<file path="src/rtl/hex_arb_pkg.sv">
// Shared types and constants for the 16-way round-robin arbiter.
// Holds the FSM state encoding and the request vector type.
package hex_arb_pkg;

    localparam int NUM_REQ = 16;
    localparam int ID_W    = 4;

    typedef enum logic [0:0] {
        ARB_IDLE,
        ARB_GRANT
    } arb_state_t;

    typedef logic [NUM_REQ-1:0] req_vec_t;

endpackage

</file>
<file path="src/rtl/onehot16_encoder.sv">
// Combinational 16:4 one-hot to binary encoder.
// Each output bit is the OR of the input bits whose index has that bit set.
module onehot16_encoder
    import hex_arb_pkg::*;
(
    input  logic [NUM_REQ-1:0] onehot_i,
    output logic [ID_W-1:0]    id_o
);

    // OR together the indices of all set bits; exact for a one-hot input.
    always_comb begin
        id_o = '0;
        for (int i = 0; i < NUM_REQ; i++) begin
            if (onehot_i[i]) begin
                id_o = id_o | ID_W'(i);
            end
        end
    end

endmodule

</file>
<file path="src/rtl/hex_rr_arbiter.sv">
// 16-requester round-robin arbiter with grant hold and release bubble.
// Optional forced release after MAX_HOLD cycles when ARB_TIMEOUT_EN is defined.
module hex_rr_arbiter
    import hex_arb_pkg::*;
#(
    parameter int MAX_HOLD = 64
) (
    input  logic               clk,
    input  logic               rst,
    input  logic [NUM_REQ-1:0] req,
    input  logic               done,
    output logic [NUM_REQ-1:0] grant,
    output logic [ID_W-1:0]    grant_id,
    output logic               grant_valid,
    output logic               timeout
);

    if (MAX_HOLD < 2 || MAX_HOLD > 65536) begin : g_bad_hold
        $error("hex_rr_arbiter: MAX_HOLD out of range 2..65536");
    end

    arb_state_t      state_q, state_d;
    req_vec_t        grant_q, grant_d;
    logic [ID_W-1:0] id_q, id_d;
    logic [ID_W-1:0] last_q, last_d;

    logic [ID_W-1:0] start;
    req_vec_t        rot;
    req_vec_t        pick;
    req_vec_t        win_vec;
    logic [ID_W-1:0] win_id;
    logic            release_req;

    // Rotate requests so the slot after the last winner sits at bit 0,
    // pick the lowest set bit, then rotate the pick back.
    always_comb begin
        start   = last_q + ID_W'(1);
        rot     = '0;
        win_vec = '0;
        for (int i = 0; i < NUM_REQ; i++) begin
            rot[i] = req[start + ID_W'(i)];
        end
        pick = rot & (~rot + req_vec_t'(1));
        for (int i = 0; i < NUM_REQ; i++) begin
            win_vec[start + ID_W'(i)] = pick[i];
        end
    end

    onehot16_encoder u_enc (
        .onehot_i (win_vec),
        .id_o     (win_id)
    );

`ifdef ARB_TIMEOUT_EN
    localparam int HOLD_W = $clog2(MAX_HOLD);

    logic [HOLD_W-1:0] hold_q, hold_d;
    logic              timeout_q, timeout_d;
    logic              hold_max;

    assign hold_max = (hold_q == HOLD_W'(MAX_HOLD - 1));
`endif

    // Next-state and output logic for the IDLE/GRANT machine.
    always_comb begin
        state_d     = state_q;
        grant_d     = grant_q;
        id_d        = id_q;
        last_d      = last_q;
        release_req = done | ~req[id_q];
`ifdef ARB_TIMEOUT_EN
        hold_d      = hold_q;
        timeout_d   = 1'b0;
`endif
        unique case (state_q)
            ARB_IDLE: begin
                if (|req) begin
                    state_d = ARB_GRANT;
                    grant_d = win_vec;
                    id_d    = win_id;
                    last_d  = win_id;
`ifdef ARB_TIMEOUT_EN
                    hold_d  = '0;
`endif
                end
            end
            ARB_GRANT: begin
`ifdef ARB_TIMEOUT_EN
                hold_d = hold_q + HOLD_W'(1);
                if (!release_req && hold_max) begin
                    release_req = 1'b1;
                    timeout_d   = 1'b1;
                end
`endif
                if (release_req) begin
                    state_d = ARB_IDLE;
                    grant_d = '0;
                    id_d    = '0;
                end
            end
            default: begin
                state_d = ARB_IDLE;
                grant_d = '0;
                id_d    = '0;
            end
        endcase
    end

    // State, grant and priority pointer registers.
    always_ff @(posedge clk or posedge rst) begin
        if (rst) begin
            state_q <= ARB_IDLE;
            grant_q <= '0;
            id_q    <= '0;
            last_q  <= 4'hF;
        end else begin
            state_q <= state_d;
            grant_q <= grant_d;
            id_q    <= id_d;
            last_q  <= last_d;
        end
    end

`ifdef ARB_TIMEOUT_EN
    // Hold counter and one-cycle forced-release pulse.
    always_ff @(posedge clk or posedge rst) begin
        if (rst) begin
            hold_q    <= '0;
            timeout_q <= 1'b0;
        end else begin
            hold_q    <= hold_d;
            timeout_q <= timeout_d;
        end
    end

    assign timeout = timeout_q;
`else
    assign timeout = 1'b0;
`endif

    assign grant       = grant_q;
    assign grant_id    = id_q;
    assign grant_valid = (state_q == ARB_GRANT);

endmodule

</file>
<file path="config.mk">
export PLATFORM = sky130hd
export DESIGN_NAME = hex_rr_arbiter
export DESIGN_NICKNAME = d
export VERILOG_FILES = /design/src/rtl/hex_arb_pkg.sv /design/src/rtl/onehot16_encoder.sv /design/src/rtl/hex_rr_arbiter.sv
export SDC_FILE = /design/constraint.sdc
export NUM_CORES = 1
export LEC_CHECK = 0
export ABC_AREA = 1
export BUFFER_PORTS_ARGS = -buffer_cell sky130_fd_sc_hd__buf_2
export CORE_ASPECT_RATIO = 0.9
export CORE_MARGIN = 2
export CORE_UTILIZATION = 55
export DETAILED_ROUTE_END_ITERATION = 12
export PLACE_DENSITY = 0.74
export SETUP_SLACK_MARGIN = 0.15
export SYNTH_ARGS = -nofsm -noshare
export SYNTH_HDL_FRONTEND = slang
export SYNTH_SLANG_ARGS = --single-unit
export TNS_END_PERCENT = 1
</file>
<file path="constraint.sdc">
create_clock -name clk -period 10.2 [get_ports clk]
set_clock_uncertainty 0.15 [all_clocks]
set_input_delay 2.04 -clock clk [delete_from_list [all_inputs] [get_ports clk]]
set_output_delay 2.04 -clock clk [all_outputs]
set_load 0.02 [all_outputs]
</file>
# After elaboration in Yosys (flattened, before gate mapping)
# Cells that the tools add are included.
dict set report totals {
  regBits 25
  output_inout_bits 22
}
dict set report op_classes {
  n_addsub 17
  n_reduce_logical 19
  magnitude_cmp 33
  muxes 105
  eq_ne 2
  bitwise_logic 6
}
# operator n
set ops {}
lappend ops {{$bwmux W16} 15}
lappend ops {{$lt A4 B5 Y1 const B} 17}
lappend ops {{$bmux W1 S4} 17}
lappend ops {{$demux W1 S4} 16}
lappend ops {{$ge A4 B1 Y1 const B} 16}
lappend ops {{$mux W4} 10}
lappend ops {{$mux W1} 36}
lappend ops {{$add A4 B4 Y4 const B} 8}
lappend ops {{$and A16 B16 Y16} 2}
lappend ops {{$mux W16} 2}
lappend ops {{$pmux W16 S2} 1}
lappend ops {{$add A16 B1 Y16 const B} 1}
lappend ops {{$add A4 B3 Y4 const B} 4}
lappend ops {{$logic_and A1 B1 Y1} 16}
lappend ops {{$not A16 Y16} 1}
lappend ops {{$reduce_or A16 Y1} 1}
lappend ops {{$mux W3} 4}
lappend ops {{$add A4 B1 Y4 const B} 2}
lappend ops {{$add A4 B2 Y4 const B} 2}
lappend ops {{$pmux W4 S2} 1}
lappend ops {{$mux W2} 2}
lappend ops {{$reduce_and A2 Y1} 2}
lappend ops {{$ne A2 B1 Y1 const B} 1}
lappend ops {{$ne A2 B2 Y1 const B} 1}
lappend ops {{other kinds (3)} 4}

# Depth between registers and ports, before layout
dict set report depth {
  ltp_word 40
  ltp_mapped 38
}

# Modules after synthesis
# A second synthesis with hierarchy kept.
dict set report hier_totals {
  hier_cells 1248
  area_unflattened_um2 5947.0
}
# mod cells_per_inst n_inst area_each_um2 seq_area_each_um2
set modules_own_cells {}
lappend modules_own_cells {hex_rr_arbiter 1211 1 5803.1 630.6}
lappend modules_own_cells {onehot16_encoder 37 1 143.9 0.0}

# Worst setup path after synthesis
# No wires, ideal clock.
dict set report synth_timing {
  path_type {input to register}
  startpoint {input req[5]}
  endpoint {register id_q[3] (netlist: grant_id[3])}
  arrival_ns 4.240
  setup_ns 0.066
  cell_stages 27
  setup_slack_ns 5.744
  cell_sequence {inv_1 -> nand2_1 -> nand3_1 -> nand2_1 -> nand2_1 -> nand2_1 -> nand2_1 -> nand2_2 -> nor2_1 -> buf_2 -> nand3_2 -> clkinv_2 -> nand3_4 -> inv_2 -> nand2_2 -> nor2_4 -> nand2_4 -> buf_6 -> o31ai_2 -> inv_2 -> nand2_1 -> a21oi_1 -> nand2_1 -> nor2_1 -> nand3_1 -> nand2_1 -> nand2_1}
}
dict set report synth_via {
  elab_chain_cells 31
  word_cells_on_any_way 69
}
# item line_no
set synth_lines {}
lappend synth_lines {{start: declaration} hex_rr_arbiter.sv:10} ;# input logic [NUM_REQ-1:0] req,
lappend synth_lines {{$bmux W1 S4} hex_rr_arbiter.sv:41} ;# rot[i] = req[start + ID_W'(i)];
lappend synth_lines {{$mux W1 (implied by the code)} hex_rr_arbiter.sv:41}
lappend synth_lines {{$not A16 Y16} hex_rr_arbiter.sv:43} ;# pick = rot & (~rot + req_vec_t'(1));
lappend synth_lines {{$add A16 B1 Y16} hex_rr_arbiter.sv:43}
lappend synth_lines {{$and A16 B16 Y16} hex_rr_arbiter.sv:43}
lappend synth_lines {{$and A16 B16 Y16 (no source line)} --}
lappend synth_lines {{$bwmux W16 (15 in a row)} hex_rr_arbiter.sv:45} ;# win_vec[start + ID_W'(i)] = pick[i];
lappend synth_lines {{$mux W4 (8 in a row)} onehot16_encoder.sv:14} ;# if (onehot_i[i]) begin
lappend synth_lines {{$mux W4} hex_rr_arbiter.sv:77} ;# if (|req) begin
lappend synth_lines {{$pmux W4 S2} hex_rr_arbiter.sv:75} ;# unique case (state_q)
lappend synth_lines {{end signal: assignment} hex_rr_arbiter.sv:119} ;# id_q <= id_d;
lappend synth_lines {{end: declaration} hex_rr_arbiter.sv:24} ;# logic [ID_W-1:0] id_q, id_d;
# Parallel ways exist; a longest one is shown, timed or not. The select of a mux whose other input is x is not followed.
# A chain may end at the register's enable or synchronous reset.

# Final worst setup path
dict set report layout_timing {
  startpoint {register last_q[0]}
  endpoint {register last_q[2]}
}
dict set report layout_via {
  elab_chain_cells 34
  word_cells_on_any_way 159
}
# item line_no
set layout_lines {}
lappend layout_lines {{start: declaration} hex_rr_arbiter.sv:25} ;# logic [ID_W-1:0] last_q, last_d;
lappend layout_lines {{start signal: assignment} hex_rr_arbiter.sv:120} ;# last_q <= last_d;
lappend layout_lines {{$add A4 B1 Y4 (*)} hex_rr_arbiter.sv:37} ;# start = last_q + ID_W'(1);
lappend layout_lines {{$add A4 B1 Y4 or $bmux W1 S4 (tied branches)} {hex_rr_arbiter.sv:41, hex_rr_arbiter.sv:45}}
lappend layout_lines {{$bmux W1 S4 or $mux W1 (tied branches)} hex_rr_arbiter.sv:41}
lappend layout_lines {{$mux W1 (implied by the code) or $not A16 Y16 (tied branches)} {hex_rr_arbiter.sv:41, hex_rr_arbiter.sv:43}}
lappend layout_lines {{$not A16 Y16 or $add A16 B1 Y16 (tied branches)} hex_rr_arbiter.sv:43}
lappend layout_lines {{$add A16 B1 Y16 or $and A16 B16 Y16 (tied branches)} hex_rr_arbiter.sv:43}
lappend layout_lines {{$and A16 B16 Y16, on equally long branches} --}
lappend layout_lines {{$bwmux W16 (14 in a row)} hex_rr_arbiter.sv:45}
lappend layout_lines {{$bwmux W16 (*)} hex_rr_arbiter.sv:45}
lappend layout_lines {{$mux W3 (4 in a row)} onehot16_encoder.sv:14}
lappend layout_lines {{$mux W4 (7 in a row)} onehot16_encoder.sv:14}
lappend layout_lines {{$mux W4 (*)} onehot16_encoder.sv:14}
# Every way passes the cells marked *; elsewhere a longest branch is shown, timed or not. The select of a mux whose other input is x is not followed.

==> impl_results.md <==
* Length of the first detailed-routing pass in iterations at 9
* Total number of nets in the final design at 1,295
* Post-Place Cells at 1,399
* Count of mapped cells out of synthesis at 1,264
* Remaining DRCs at 0
* Storage cell area at 631 µm²
* Max-capacitance violation count at 0
* Leading register cell type out of synthesis: dfrtp_1
* P&R area growth vs syn at 3.72%
* Port bufs at 39
* Buf/Inv on CP at 3
* Count of endpoints failing hold in the final timing report at 0
* Number of instances resized during post-cts repair at 0
* Synth top area cells: nand2_1 32%, a21oi_1 11%, inv_1 8.8%
* Count of distinct cell types in the synthesized netlist at 48
* Core region area at 10,800 µm²
* Final Max Slew Viols at 0
* Wire length after detailed routing at 26,400 µm
* Net count after synthesis at 1,288
* Weighted congestion reported at the end of routability-driven placement at 1.11
* Final TNS setup at 0 ps
* Transition time of the tightest slew-check pin at 931 ps
* Worst Reg-to-Reg Cells at 27
* Area of combinational cells with multiple inputs at 4650 µm²
* Highest Clock Rate at 152 MHz
* FF-to-FF setup slack at 3620 ps
* Vias/cell at 6.04
* Root buffer cell: clkbuf_16
* Most frequent cells after synthesis: 515 x nand2_1, 143 x inv_1, 137 x a21oi_1, 134 x nor2_1, 105 x nand3_1
* Number of cells on the worst hold path at 2
* DRT iter0 DRCs at 1,415
* Async set-reset flop share out of synthesis at 100%
* Hold Path End: grant[0]$_DFFE_PP0P_
* Fraction of synthesized cell area taken by the top area cell type at 31.6%
* Fillcell total at 1,210
* Number of buffers created by CTS at 3
* Critical path's slowest cell: nand3_1
* Beginning of the worst register-to-register path: last_q[0]$_DFFE_PP1P_
* Residual overflow from global routing at 0
* Overall die area at 12,000 µm²
* Mean instance size in the synthesized netlist at 4.84 µm²
* Crit path max fanout at 24
* Cell type contributing the most total cell area after synthesis: nand2_1
* Endpoint type of the worst setup path: flop
* Clock insertion delay at the later pin of the skew report at 260 ps
* Share of cells above drive strength 1 at 8.03%
* Clock tree from TritonCTS: built
* Top Family by Delay on Critical Path: simple AND/OR/NAND/NOR gates
* Count of buffers added by post-CTS timing repair for setup at 0
* Flops & latches, synth at 25
* Worst min-delay path class: flop to flop
* Max-slew headroom at the worst pin at 37.7%
* Post-DP HPWL at 19,400 µm
* Count of placed standard cells in the final layout, fillers left out at 1,403
* Shortest period the worst path allows at 6580 ps
* Yosys Warn Count at 0
* Clock transition time at the flip-flop clock pins of the worst setup and hold paths at 60 ps
* Number of antenna violations at the first check in global routing at 0
* Number of buffers inserted for hold repair after clock tree synthesis at 0
* Start point of the worst min-delay path: grant[0]$_DFFE_PP0P_
* CP Data Arrival Time at 6610 ps
* Critical path class: flop to flop
* Setup violations, final at 0
* CTS Sinks at 25
* Die Height at 104 µm
* Starting Density at 56.6%
* Cell Rows at 36
* Number of synthesized flops with an enable pin at 0
* GRT Overall Usage at 43.3%
* Fin crit share at 64.5%
* Run status: finished clean
* Via count of the first global-routing pass at 7,384
* Worst reg2reg path endpoint: last_q[2]$_DFFE_PP1P_
* Via count at 8,481
* Netlist area before placement at 6120 µm²
* Seq/Total Area, Yosys at 10.3%
* Maximum number of pins on one net before global-route repair at 28
* Number of nets still failing antenna checks after routing at 0
* Worst Setup Start Kind: flop
* Width of the die at 115 µm
* Unrepaired setup endpoints after global routing: false
* H-tree levels at 1
* Cell seen most often among critical-path stages: nand2_1
* Number of buffers between clock root and the deepest sink at 2
* Wire length of the first global-routing pass at 40,400 µm
* Max stage delay on crit path at 860 ps
* WP data required at 10,240 ps
* Most frequent cell after synthesis: nand2_1
* Antenna diodes at 0
* Top-Level Pins at 41
* DR WL/cell at 18.8 µm
-- cells by family after synthesis --
kind of cell,after synthesis,share of synthesized area (%)
buffers and inverters,199,13.7
XOR/XNOR,2,0.409
AO/OA/AOI/OAI,225,19.8
adder cells (fa/ha/maj),5,1.02
flip-flops,25,10.3
AND/OR/NAND/NOR,807,54.7
other,1,0.0613
-- stage by stage --
step                worst slack [ps]  hold WS [ps]  util [%]  cell area (µm²)
CTS                             3930           337      58.7             6340
detailed placement              3800           312      58.0             6260
floorplan                       5740           320         -             6120
finish                          3620           327      58.7             6340
global route                    3330           355      58.7             6340
global placement                3880           315      58.0             6260
-- worst max path at each step --
stage,start,cells past startpoint,endpoint
floorplan,req[5],27,grant_id[3]$_DFFE_PP0P_
global placement,req[15],30,grant_id[2]$_DFFE_PP0P_
detailed placement,req[15],26,grant_id[2]$_DFFE_PP0P_
CTS,last_q[0]$_DFFE_PP1P_,27,last_q[2]$_DFFE_PP1P_
global route,last_q[0]$_DFFE_PP1P_,31,last_q[2]$_DFFE_PP1P_
finish,last_q[0]$_DFFE_PP1P_,27,last_q[2]$_DFFE_PP1P_
-- layout make-up --
type                            count  area share [%]
Timing Repair Buffer               41            3.31
Inverter                          160            9.61
Multi-Input combinational cell   1040            73.3
Sequential cell                    25            9.94
Clock buffer                        4            1.24
Tap cell                          133            2.62
-- registers in the layout, summed over array words and instances, names as in the netlist --
register	flops
grant_id	4
grant	16
grant_valid	1
last_q	4
-- tightest hold or removal path: stages, from the launching register on --
cell and delay, ps:
dfrtp_1 340, nand2_1 50, nand2_1 60
-- per-layer routing --
| metal | up-vias | part of all wire (%) | global-route usage [%] |
|---|---|---|---|
| li1 | 4010 | - | - |
| met1 | 3656 | 38 | 59.6 |
| met2 | 678 | 39 | 59.5 |
| met3 | 137 | 16 | 14.4 |
| met4 | 0 | 6.1 | 21.5 |
| met5 | - | 0 | 0 |
-- layout by cell type (no fill, tap or decap), types with 7 or more instances in the layout --
cell type	Yosys	final
a21oi_1	137	137
nor2_1	134	134
dfrtp_1	21	21
o21ai_1	17	17
nand2_1	515	515
o21ai_0	45	45
inv_1	143	143
nand2_2	16	16
buf_2	14	39
nor3_1	7	7
inv_2	13	13
nand3_1	105	105
nand4_1	7	7
Power is left out: the tool's default activity adds up to more than one toggle a clock period on the data nets, which glitch-free logic cannot reach.
